<file path="src/rtl/issue_ctrl_pkg.sv">
// issue_ctrl_pkg
// Shared definitions for the instruction issue controller: the CPU ISA
// opcode constants, the issue FSM state encoding, the packed queue entry
// width and a helper that classifies multi-cycle (long) operations.
package issue_ctrl_pkg;

  // ISA opcodes (4-bit). 0100..0111 are all NOP.
  localparam logic [3:0] OP_MVR = 4'b0000;
  localparam logic [3:0] OP_LDB = 4'b0001;
  localparam logic [3:0] OP_STB = 4'b0010;
  localparam logic [3:0] OP_RDS = 4'b0011;
  localparam logic [3:0] OP_NOP = 4'b0100;
  localparam logic [3:0] OP_NOT = 4'b1000;
  localparam logic [3:0] OP_AND = 4'b1001;
  localparam logic [3:0] OP_OR  = 4'b1010;
  localparam logic [3:0] OP_ADD = 4'b1011;
  localparam logic [3:0] OP_SUB = 4'b1100;
  localparam logic [3:0] OP_SHL = 4'b1101;
  localparam logic [3:0] OP_SHR = 4'b1110;
  localparam logic [3:0] OP_MUL = 4'b1111;

  // Queue entry = {op, r1, b}
  localparam int INSTR_W = 16;

  // Issue FSM: IDLE may issue, LONG blocks issue while the datapath is occupied
  typedef enum logic {
    ST_IDLE = 1'b0,
    ST_LONG = 1'b1
  } state_t;

  // Only MUL occupies the datapath for more than one cycle
  function automatic logic is_long_op(input logic [3:0] op);
    return (op == OP_MUL);
  endfunction

endpackage

</file>
<file path="src/rtl/issue_fifo.sv">
// issue_fifo
// In-order instruction queue with synchronous flush. The head entry is
// presented combinationally on dout so a pop consumes it in the same cycle.
// Ports:
//   clk, rst        clock, synchronous active-high reset
//   push, din       write request and entry (refused when full or flushing)
//   pop             consume head (ignored when empty)
//   flush           discard all entries this cycle
//   dout            head entry
//   count           registered occupancy
//   empty           count == 0
module issue_fifo #(
  parameter int DEPTH = 4,
  parameter int WIDTH = 16
) (
  input  logic             clk,
  input  logic             rst,
  input  logic             push,
  input  logic             pop,
  input  logic             flush,
  input  logic [WIDTH-1:0] din,
  output logic [WIDTH-1:0] dout,
  output logic [4:0]       count,
  output logic             empty
);

  localparam int PW = (DEPTH > 1) ? $clog2(DEPTH) : 1;

  logic [WIDTH-1:0] mem [DEPTH];
  logic [PW-1:0]    wr_ptr;
  logic [PW-1:0]    rd_ptr;
  logic             full;
  logic             do_push;
  logic             do_pop;

  assign full  = (count == 5'(DEPTH));
  assign empty = (count == 5'd0);
  assign dout  = mem[rd_ptr];

  // Full check uses the registered count, so a same-cycle pop never frees a slot
  assign do_push = push & ~full & ~flush;
  assign do_pop  = pop & ~empty;

  // Pointers wrap naturally because DEPTH is a power of two
  always_ff @(posedge clk) begin
    if (rst) begin
      wr_ptr <= '0;
      rd_ptr <= '0;
      count  <= 5'd0;
    end else if (flush) begin
      wr_ptr <= '0;
      rd_ptr <= '0;
      count  <= 5'd0;
    end else begin
      if (do_push) wr_ptr <= wr_ptr + 1'b1;
      if (do_pop)  rd_ptr <= rd_ptr + 1'b1;
      count <= count + 5'(do_push) - 5'(do_pop);
    end
  end

  always_ff @(posedge clk) begin
    if (do_push) mem[wr_ptr] <= din;
  end

endmodule

</file>
<file path="src/rtl/issue_ctrl.sv">
// issue_ctrl
// Single-issue, in-order instruction issue controller. Instructions are
// queued in issue_fifo and issued one per cycle; a MUL blocks further issue
// for LONG_CYCLES cycles while it occupies the datapath.
// Ports:
//   clk, rst                  clock, synchronous active-high reset
//   in_valid/in_ready         producer handshake; in_op/in_r1/in_b fields
//   flush                     discard queued, not-yet-issued instructions
//   iss_valid                 one-cycle issue pulse; iss_op/iss_r1/iss_b held
//   busy                      long op occupies the datapath
//   long_done                 pulse on the last occupancy cycle of a long op
//   q_count                   queue occupancy
// Optional feature macro ISSUE_CTRL_PERF_EN adds perf_issued and perf_stall,
// 8-bit saturating event counters.
import issue_ctrl_pkg::*;

module issue_ctrl #(
  parameter int FIFO_DEPTH  = 4,
  parameter int LONG_CYCLES = 8
) (
  input  logic       clk,
  input  logic       rst,
  input  logic       in_valid,
  output logic       in_ready,
  input  logic [3:0] in_op,
  input  logic [3:0] in_r1,
  input  logic [7:0] in_b,
  input  logic       flush,
  output logic       iss_valid,
  output logic [3:0] iss_op,
  output logic [3:0] iss_r1,
  output logic [7:0] iss_b,
  output logic       busy,
  output logic       long_done,
  output logic [4:0] q_count
`ifdef ISSUE_CTRL_PERF_EN
  ,
  output logic [7:0] perf_issued,
  output logic [7:0] perf_stall
`endif
);

  state_t             state;
  logic [3:0]         cnt;
  logic [INSTR_W-1:0] head;
  logic               empty;
  logic               push;
  logic               pop;

  assign in_ready = (q_count < 5'(FIFO_DEPTH));
  assign push     = in_valid & in_ready;
  assign pop      = (state == ST_IDLE) & ~empty;

  issue_fifo #(
    .DEPTH (FIFO_DEPTH),
    .WIDTH (INSTR_W)
  ) u_fifo (
    .clk   (clk),
    .rst   (rst),
    .push  (push),
    .pop   (pop),
    .flush (flush),
    .din   ({in_op, in_r1, in_b}),
    .dout  (head),
    .count (q_count),
    .empty (empty)
  );

  // Issue FSM. long_done is raised one edge early (cnt == 1) so that, being
  // registered, it lands on the cycle where cnt reaches 0.
  always_ff @(posedge clk) begin
    if (rst) begin
      state     <= ST_IDLE;
      cnt       <= 4'd0;
      iss_valid <= 1'b0;
      iss_op    <= 4'd0;
      iss_r1    <= 4'd0;
      iss_b     <= 8'd0;
      busy      <= 1'b0;
      long_done <= 1'b0;
    end else begin
      iss_valid <= pop;
      long_done <= 1'b0;
      case (state)
        ST_IDLE: begin
          if (pop) begin
            iss_op <= head[15:12];
            iss_r1 <= head[11:8];
            iss_b  <= head[7:0];
            if (is_long_op(head[15:12])) begin
              state <= ST_LONG;
              cnt   <= 4'(LONG_CYCLES - 1);
              busy  <= 1'b1;
            end
          end
        end
        ST_LONG: begin
          if (cnt == 4'd0) begin
            state <= ST_IDLE;
            busy  <= 1'b0;
          end else begin
            cnt       <= cnt - 4'd1;
            long_done <= (cnt == 4'd1);
          end
        end
        default: state <= ST_IDLE;
      endcase
    end
  end

`ifdef ISSUE_CTRL_PERF_EN
  // Saturating counters: issue pulses, and LONG cycles with work waiting
  always_ff @(posedge clk) begin
    if (rst) begin
      perf_issued <= 8'd0;
      perf_stall  <= 8'd0;
    end else begin
      if (iss_valid && perf_issued != 8'hFF)
        perf_issued <= perf_issued + 8'd1;
      if (state == ST_LONG && !empty && perf_stall != 8'hFF)
        perf_stall <= perf_stall + 8'd1;
    end
  end
`endif

endmodule
</file>
<file path="config.mk">
export PLATFORM = sky130hd
export DESIGN_NAME = issue_ctrl
export DESIGN_NICKNAME = d
export VERILOG_FILES = /design/src/rtl/issue_ctrl_pkg.sv /design/src/rtl/issue_fifo.sv /design/src/rtl/issue_ctrl.sv
export SDC_FILE = /design/constraint.sdc
export NUM_CORES = 1
export LEC_CHECK = 0
export ABC_CLOCK_PERIOD_IN_PS = 2500
export BUFFER_PORTS_ARGS = -buffer_cell sky130_fd_sc_hd__buf_2
export CAP_MARGIN = 0
export CORE_ASPECT_RATIO = 1.25
export CORE_MARGIN = 2
export CORE_UTILIZATION = 52
export DETAILED_ROUTE_END_ITERATION = 10
export GPL_TIMING_DRIVEN = 0
export PLACE_DENSITY = 0.84
export SLEW_MARGIN = 20
export SYNTH_ARGS = -nofsm -noshare
export SYNTH_HDL_FRONTEND = slang
export SYNTH_HIERARCHICAL = 1
export SYNTH_SLANG_ARGS = --single-unit
</file>
<file path="constraint.sdc">
create_clock -name clk -period 2.5 [get_ports clk]
set_input_delay 0.25 -clock clk [delete_from_list [all_inputs] [get_ports clk]]
set_output_delay 0.25 -clock clk [all_outputs]
set_load 0.01 [all_outputs]
</file>
==> metrics, run 1 <==
All-Layer GR Usage=roughly 19%; critical path type=flip-flop to flip-flop; Area Growth Syn to Fin=18.8%; Yosys cell types=42; synthesized net count=300; worst path arrival time=roughly 2.7 ns; htree depth=3; Port-buffer cells=between 40 and 50; Core Region=between 0.007 and 0.008 mm2; fin crit period=roughly 2.5 ns; Slew @ Worst Pin=0.853 ns; Reg power frac=between 40% and 50%; die area=0.00831 mm2; drt via density=roughly 5.4; relative slew slack=roughly 43%; first-pass GRT wire length=~11000 um; via count=between 2000 and 2500; Avg Inst Size Synth=14.8 um2; hold buffers post-CTS=0; area share of the largest cell type after synthesis=48.7%; asr flop ratio synth=0%; most frequent cell after synthesis=edfxtp_1; RSZ-0062 raised after global routing=true; Max Freq=roughly 400 MHz; Gate power share=approximately a third; Sw Ratio=33.2%; Max IR drop VDD=roughly 0.00050 V; hpwl dp=approximately 4600 um; vias in the first global route=approximately 2300; top cells by count, synth=64 x edfxtp_1, 41 x nand2_1, 35 x dfxtp_1, 19 x a21oi_1, 16 x mux4_2; final wirelength=just over 7000 um; CTS clk-pin slew, worst paths=approximately 0.1 ns; Lkg Pwr=1.72 nW; CTS tree=done; First-pass DRT Iterations=5; ys flop type=edfxtp_1; CP max stage cell=fa_2; worst-path maximum fanout=3; Synth Cell Area=0.00395 mm2; Final Cycle Share=99.4%; Synth area leader=edfxtp_1; Cell Rows=35; outcome=completed; clk buf depth=2; DRC=0; die height=a little over 100 um; Seq/Total Area, Yosys=between 60 and 70%; Initial Utilization=53.6%; Post-Route Setup TNS=0 ns; fin. max-slew vios=0; #FFs+latches synth=99; CP peak stage delay=around 0.37 ns; final setup vio count=0; pwr dens=roughly 1000 mW/mm2; Ports=45; warnings from Yosys=6; Switch Pwr=approximately 1.6 mW; die width=between 80 and 90 um; gpl congestion=0.731; MaxCap Viol Count=0; Clock Sinks=99; post-layout net count=367; DR WL/cell=~17 um; number of synthesized flops with an enable pin=64; main area contributors after synthesis=edfxtp_1 49%, dfxtp_1 18%, mux4_2 9.1%; largest net degree at the start of global routing=19; total CTS buffers=9; post-route ant nets=0; Int Power=between 3 and 4 mW; Clk Tree Root Cell=clkbuf_8; min-delay worst type=input port to flip-flop; Critical Path RT=about 2.8 ns; GRT overflow=0; CP most frequent cell=ha_4; antenna violations before repair=0; # diodes=0; Post-Syn Instances=approximately 270; Worst Skew=0.0126 ns; Final Util=around 64%; Worst-Skew Late Latency=about 0.37 ns; clock power share=a little over a fifth; final hold viol count=0; CP top delay family=adder cells; CP Cell Sequence=inv_4 > ha_4 > nor4b_4 > or2_1 > buf_6 > inv_8 > nor2b_4 > ha_4 > inv_2 > ha_4 > fa_2 > a21oi_2 > o21bai_1 > mux2i_1; crit end category=flip-flop; CP bufs+invs=4; 1st-iter DRT viols=roughly 120; layout cell share with drive strength beyond 1=a little over a third; startpoint types=flip-flop
[cell type report]
| class | instances | area (um2) |
|---|---|---|
| Clock buffer | 9 | 124 |
| Multi-Input combinational cell | 144 | 1290 |
| Tap cell | 92 | 115 |
| Inverter | 13 | 61.3 |
| Fill cell | 528 | 2670 |
| Clock inverter | 7 | 87.6 |
| Timing Repair Buffer | 57 | 322 |
| Buffer | 9 | 60.1 |
| Sequential cell | 99 | 2630 |
[worst paths after layout]
path	from	end	slack (ns)	depth (start not counted)
max	u_fifo/count[3]	u_fifo/count[4]	0.01	14
min	in_r1[1]	u_fifo/mem[0][9]	0.09	1
max reg2reg	u_fifo/count[3]	u_fifo/count[4]	0.01	14
min reg2reg	iss_b[5]	iss_b[5]	0.46	2
[cells by family after synthesis]
| logic type | synth area share (%) |
|---|---|
| adder cells (fa/ha/maj) | 4.63 |
| buffers and inverters | 3.01 |
| flip-flops | 66.5 |
| multiplexers | 10.4 |
| AO/OA/AOI/OAI | 5.10 |
| XOR/XNOR | 0.444 |
| AND/OR/NAND/NOR | 9.96 |
[power groups by stage]
stage / clock network, mW / logic, mW / registers, mW
6_report: 1.07 / 1.67 / 2.13
5_1_grt: 1.15 / 1.83 / 2.16
4_1_cts: 1.08 / 1.57 / 2.13
3_5_place_dp: 0 / 1.45 / 2.17
3_3_place_gp: 0 / 1.42 / 2.15
2_1_floorplan: 0 / 0.937 / 2.21
[per-layer routing]
metal	share of wire, %	GRT usage [%]	wire [um]	vias to the layer above
met3	4.9	4.28	351	18
li1	-	-	-	1115
met4	2.6	9.74	188	0
met1	41	23.2	2990	1128
met5	0	0	0	-
met2	51	30.0	3690	73
[flip-flops by register name (all words and copies together) (netlist names), named ones only]
signal         flops
u_fifo/mem        64
state              1
iss_valid          1
busy               1
cnt                4
u_fifo/rd_ptr      2
u_fifo/count       5
iss_r1             4
long_done          1
iss_op             4
iss_b              8
u_fifo/wr_ptr      2
[per-stage QoR]
stage               power [mW]  instance area (um2)  hold slack, ns  cells  setup slack [ns]
floorplan                 3.15                 3990           0.316    266            -0.171
global placement          3.57                 4320           0.445    402            -0.377
detailed placement        3.62                 4320           0.445    402            -0.409
CTS                       4.78                 4630          0.0788    424            -0.150
global route              5.14                 4690          0.0715    430           -0.0787
finish                    4.86                 4690          0.0914    430            0.0147
[timing repair]
item	4_1_cts	5_1_grt
buffers inserted	7	6
gates resized for setup	11	5
setup endpoints to repair	4	4
pin swaps	6	6
[placed cells by master, fill, tap and decap left out, drive strengths merged, types with 3 or more instances in the layout]
cell    instances
a21oi          19
clkbuf         11
nand2          41
and2            4
nor2            5
or3             5
edfxtp         64
clkinv          3
dfxtp          35
inv            14
nor3            3
ha             13
and3            6
mux4           16
o21ai           3
mux2i           5
buf            64
No activity file was read; power rests on OpenSTA's default activity.
==> inputs of run 2 (changes only) <==
--- a/config.mk
+++ b/config.mk
@@ -14,6 +14,7 @@
 export DETAILED_ROUTE_END_ITERATION = 10
 export GPL_TIMING_DRIVEN = 0
 export PLACE_DENSITY = 0.84
+export REMOVE_ABC_BUFFERS = 1
 export SLEW_MARGIN = 20
 export SYNTH_ARGS = -nofsm -noshare
 export SYNTH_HDL_FRONTEND = slang
==> run 2 against run 1 <==
  * Total power decreased by 3.2%
  * Cell area decreased by 1.8%
  * Sequential share of layout area increased by 1.1 points
  * Sequential power about the same
  * Largest power group unchanged
  * Highest routed layer unchanged
==> metrics, run 2 (synthesized netlist as in run 1, its figures left out) <==
First-pass DRT Iterations=4; htree depth=3; pwr dens=1020 mW/mm2; # diodes=0; 1st-iter DRT viols=between 100 and 150; Core Region=between 0.007 and 0.008 mm2; Lkg Pwr=between 1.5 and 2 nW; hold buffers post-CTS=0; Clk Tree Root Cell=clkbuf_8; die area=a little over 0.008 mm2; die width=between 80 and 90 um; post-route ant nets=0; relative slew slack=about two fifths; Cell Rows=35; antenna violations before repair=0; GRT overflow=0; Max IR drop VDD=around 0.0007 V; Worst Skew=0.0100 ns; post-layout net count=approximately 360; hpwl dp=4390 um; Worst-Skew Late Latency=0.37 ns; Initial Utilization=53.6%; first-pass GRT wire length=11800 um; outcome=completed; startpoint types=flip-flop; largest net degree at the start of global routing=30; Top reg by flops=u_fifo/mem; crit end category=flip-flop; worst path arrival time=around 2.7 ns; Layout fillers=between 500 and 600; layout cell share with drive strength beyond 1=approximately 36%; drt via density=around 5.5; fin. max-slew vios=0; MaxCap Viol Count=0; via count=between 2000 and 2500; vias in the first global route=about 2400; min-delay worst type=input port to flip-flop; Clock Sinks=99; final wirelength=between 7000 and 8000 um; DRC=0; CTS tree=done; Area Growth Syn to Fin=16.6%; Ports=between 40 and 50; Critical Path RT=roughly 2.8 ns; die height=between 100 and 150 um; Final Cycle Share=98.3%; CTS clk-pin slew, worst paths=between 0.1 and 0.15 ns; Largest register FFs=64; final hold viol count=0; critical path type=flip-flop to flip-flop; WHS=0.0852 ns; worst-path maximum fanout=4; most frequent cells in the layout=64 x edfxtp_1, 44 x buf_2, 41 x nand2_1; Post-Route Setup TNS=0 ns; Max Freq=a little over 400 MHz; All-Layer GR Usage=approximately a fifth; Top Registers=u_fifo/mem x64, iss_b x8, u_fifo/count x5; commonest non-fill, non-tap cell in the layout=edfxtp_1; gpl congestion=0.813; Port-buffer cells=44; fin crit period=2.46 ns; Slew @ Worst Pin=between 0.9 and 1 ns; final setup vio count=0; clk buf depth=2; total CTS buffers=9; DR WL/cell=around 17 um
run 2: changes by cell type in the layout (fill, tap and decap cells not counted), moves of 2 or more:
cell        delta
buf_2          -3
buf_6          -2
inv_6          +4
clkinvlp_4     -2
dfxtp_1        -2
buf_4          -2
dfxtp_2        +3
clkbuf_1       -2
run 2: final cells by class:
type                       count  area, um2  area share [%]
clock buffer                   9        124            2.69
sequential                    99       2630            57.2
multi-input combinational    144       1300            28.2
tap                           92        115            2.50
timing repair buffer          55        303            6.58
clock inverter                 7       63.8            1.39
inverter                      13       61.3            1.33
timing repair inverter         1       6.26           0.136
run 2: power breakdown:
group	internal [mW]	total (mW)	switching, mW
Sequential	1.99	2.14	0.152
Clock	0.389	0.984	0.596
Combinational	0.689	1.58	0.891
Total	3.07	4.71	1.64
run 2: critical path, cell delays in order (launching register included):
cell and delay, ns:
dfxtp_4 0.38, inv_4 0.08, ha_4 0.13, or4b_4 0.47
and2_4 0.19, inv_4 0.06, ha_4 0.12, inv_2 0.04
ha_4 0.15, fa_2 0.36, a21oi_2 0.14, o21bai_1 0.11
mux2i_1 0.14
run 2: per-layer routing:
metal | vias up | part of all wire [%] | track usage (%)
li1 | 1096 | - | -
met1 | 1118 | 40 | 25.5
met2 | 89 | 51 | 30.6
met3 | 15 | 6.3 | 4.72
met4 | 0 | 2.9 | 10.8
met5 | - | 0 | 0
run 2: worst paths after layout:
kind                                      start          endpoint  slack, ns  cells after the start
worst max-delay path            u_fifo/count[3]   u_fifo/count[4]       0.04                     12
worst min-delay path                    in_b[0]  u_fifo/mem[1][0]       0.09                      1
worst max register to register  u_fifo/count[3]   u_fifo/count[4]       0.04                     12
worst min register to register         iss_b[5]          iss_b[5]       0.46                      2
run 2: timing repair:
action                                  4_1_cts  5_1_grt
gates cloned                                  1        0
endpoints found under the setup margin       10        4
hold endpoints to repair                      0        0
gates resized for setup                      20       11
pin swaps                                     5        6
setup buffers                                10        1
run 2: stage by stage:
stage | instances | cell area (um2) | util (%) | setup slack [ns] | power (mW)
detailed placement | 392 | 4210 | 57.3 | -1.16 | 3.40
global placement | 392 | 4210 | 57.3 | -1.06 | 3.34
global route | 420 | 4600 | 62.6 | -0.0238 | 4.99
finish | 420 | 4600 | 62.6 | 0.0428 | 4.71
floorplan | 256 | 3880 | - | -0.486 | 2.93
CTS | 419 | 4540 | 61.6 | 0.00660 | 4.66
==> inputs of run 3 (changes only) <==
--- a/config.mk
+++ b/config.mk
@@ -5,6 +5,7 @@
 export SDC_FILE = /design/constraint.sdc
 export NUM_CORES = 1
 export LEC_CHECK = 0
+export ABC_AREA = 1
 export ABC_CLOCK_PERIOD_IN_PS = 2500
 export BUFFER_PORTS_ARGS = -buffer_cell sky130_fd_sc_hd__buf_2
 export CAP_MARGIN = 0
==> run 3 against run 2 <==
  * Clock-buffer cell count is the same
  * Final cell count increased by 24%
  * Core utilization fell by 0.74 points
==> metrics, run 3 <==
outcome=completed; Yosys cell types=26; Ports=45; Slew @ Worst Pin=0.677 ns; CP Cell Sequence=nor3_2 > and2_1 > inv_1 > nor2_4 > nand2_2 > ha_1 > inv_1 > ha_2 > fa_2 > nand3_2 > nand3_1 > nand2_1 > nor2_1; final hold viol count=0; asr flop ratio synth=0%; via count=2794; worst-path maximum fanout=6; worst hold path startpoint=in_b[5]; vias in the first global route=between 2000 and 3000; #FFs+latches synth=just under 100; relative slew slack=~55%; Worst-Skew Late Latency=0.36 ns; First-pass DRT Iterations=5; met2 wire len=about 4200 um; Port-buffer cells=44; die height=~100 um; most frequent cell after synthesis=edfxtp_1; commonest non-fill, non-tap cell in the layout=edfxtp_1; CP bufs+invs=2; Seq/Total Area, Yosys=approximately 66%; Initial Utilization=around 54%; hpwl dp=a little over 5000 um; CP most frequent cell=inv_1; post-route ant nets=0; Setup crit start=u_fifo/count[4]; clk buf depth=2; gpl congestion=between 0.8 and 0.9; main area contributors after synthesis=edfxtp_1 48%, dfxtp_1 18%, nor2_1 5.3%; DRC=0; pre-CTS setup slack=-0.775 ns; Max IR drop VDD=between 0.0004 and 0.0005 V; Area Growth Syn to Fin=14.8%; ys flop type=edfxtp_1; Synth Cell Area=between 0.003 and 0.004 mm2; Synth area leader=edfxtp_1; die width=approximately 82 um; Top Registers=u_fifo/mem x64, iss_b x8, u_fifo/count x5; Max Freq=about 420 MHz; Cell Area, Placed=~0.0043 mm2; pwr dens=around 950 mW/mm2; RSZ-0062 raised after global routing=false; Cell Rows=35; Post-Syn Instances=370; Top reg by flops=u_fifo/mem; Avg Inst Size Synth=approximately 11 um2; Final Cycle Share=a little over nine tenths; post-layout net count=approximately 460; most frequent cells in the layout=64 x edfxtp_1, 52 x nand2_1, 50 x nor2_1; CP peak stage delay=around 0.40 ns; final setup vio count=0; GRT overflow=0; CTS clk-pin slew, worst paths=about 0.10 ns; Final Util=about 62%; number of synthesized flops with an enable pin=between 60 and 70; Core Region=0.00740 mm2; worst r2r src=u_fifo/count[4]; MaxCap Viol Count=0; Critical Path RT=between 2 and 3 ns; htree depth=3; antenna violations before repair=0; setup ws final=~0.12 ns; drt via density=around 5.4; die area=around 0.0084 mm2; critical path type=flip-flop to flip-flop; M1 wire length=about 3200 um; layout cell share with drive strength beyond 1=between 20% and 30%; area share of the largest cell type after synthesis=between 40% and 50%; fin. max-slew vios=0; Clock Sinks=99; CP top delay family=adder cells; Final Cell Area=0.00457 mm2; first-pass GRT wire length=12500 um; Largest register FFs=64; min-delay worst type=input port to flip-flop; Clk Tree Root Cell=clkbuf_8; worst path arrival time=roughly 2.6 ns; DR WL/cell=around 16 um; CP max stage cell=fa_2; total CTS buffers=9; fin crit period=roughly 2.4 ns; Lkg Pwr=1.75 nW; top cells by count, synth=64 x edfxtp_1, 56 x nor2_1, 55 x nand2_1, 35 x dfxtp_1, 29 x a21oi_1; All-Layer GR Usage=about a fifth; warnings from Yosys=6; Worst Skew=about 0.010 ns; Top Metal Used=met4; 1st-iter DRT viols=between 200 and 300; CTS tree=done; startpoint types=flip-flop; final wirelength=8130 um; largest net degree at the start of global routing=34; crit end category=flip-flop; Post-Route Setup TNS=0 ns; met3 WL=between 400 and 500 um
## run 3: cell types whose count changed in the layout (fill, tap and decap cells not counted), sizes merged, moves of 3 or more
cell / change
a21oi: +11
or3: -5
nand3: +11
and2: -3
nand2: +17
mux2i: -5
mux4: -16
nor2: +54
inv: +16
o22ai: +16
buf: -3
and3: -6
o21ai: +29
## run 3: layer usage
metal	vias up	GRT usage, %
met2	89	34.9
met1	1311	23.2
met4	0	11.2
li1	1367	-
met5	-	0
met3	27	5.21
## run 3: path summary, 6_finish.rpt
check                           cells after the start               end  slack (ns)
worst max-delay path                               13   u_fifo/count[4]        0.12
worst min-delay path                                1  u_fifo/mem[2][5]        0.10
worst min register to register                      2         iss_op[0]        0.46
worst max register to register                     13   u_fifo/count[4]        0.12
## run 3: repair_timing
item                       4_1_cts  5_1_grt
pin swaps                        1        2
setup endpoints to repair       10        3
gates resized for setup          7       12
hold buffers                     0        0
hold endpoints to repair         0        0
cloned                           1        0
setup buffers                    2        2
## run 3: final cells by class
type / instances / area (um2)
sequential: 99 / 2630
antenna: 1 / 2.50
tap: 92 / 115
multi-input combinational: 228 / 1230
clock buffer: 9 / 124
inverter: 31 / 116
timing repair buffer: 52 / 303
fill: 549 / 2830
clock inverter: 7 / 56.3
## run 3: metrics by stage
stage          cells  hold WS [ns]  power [mW]
6_report         519         0.104        4.34
5_1_grt          518        0.0802        4.59
4_1_cts          516        0.0847        4.27
3_5_place_dp     497         0.451        3.23
3_3_place_gp     493         0.445        3.16
2_1_floorplan    357         0.312        2.81
## run 3: logic make-up after synthesis
group                    share of synthesized area [%]
buffers and inverters                             4.93
AO/OA/AOI/OAI                                     10.4
adder cells (fa/ha/maj)                           4.58
AND/OR/NAND/NOR                                   14.1
flip-flops                                        65.8
XOR/XNOR                                         0.220
## run 3: power by group
part | switching, mW | internal, mW | leakage [nW]
sequential | 0.127 | 1.96 | 0.867
clock | 0.565 | 0.380 | 0.0967
combinational | 0.815 | 0.487 | 0.789
total | 1.51 | 2.83 | 1.75
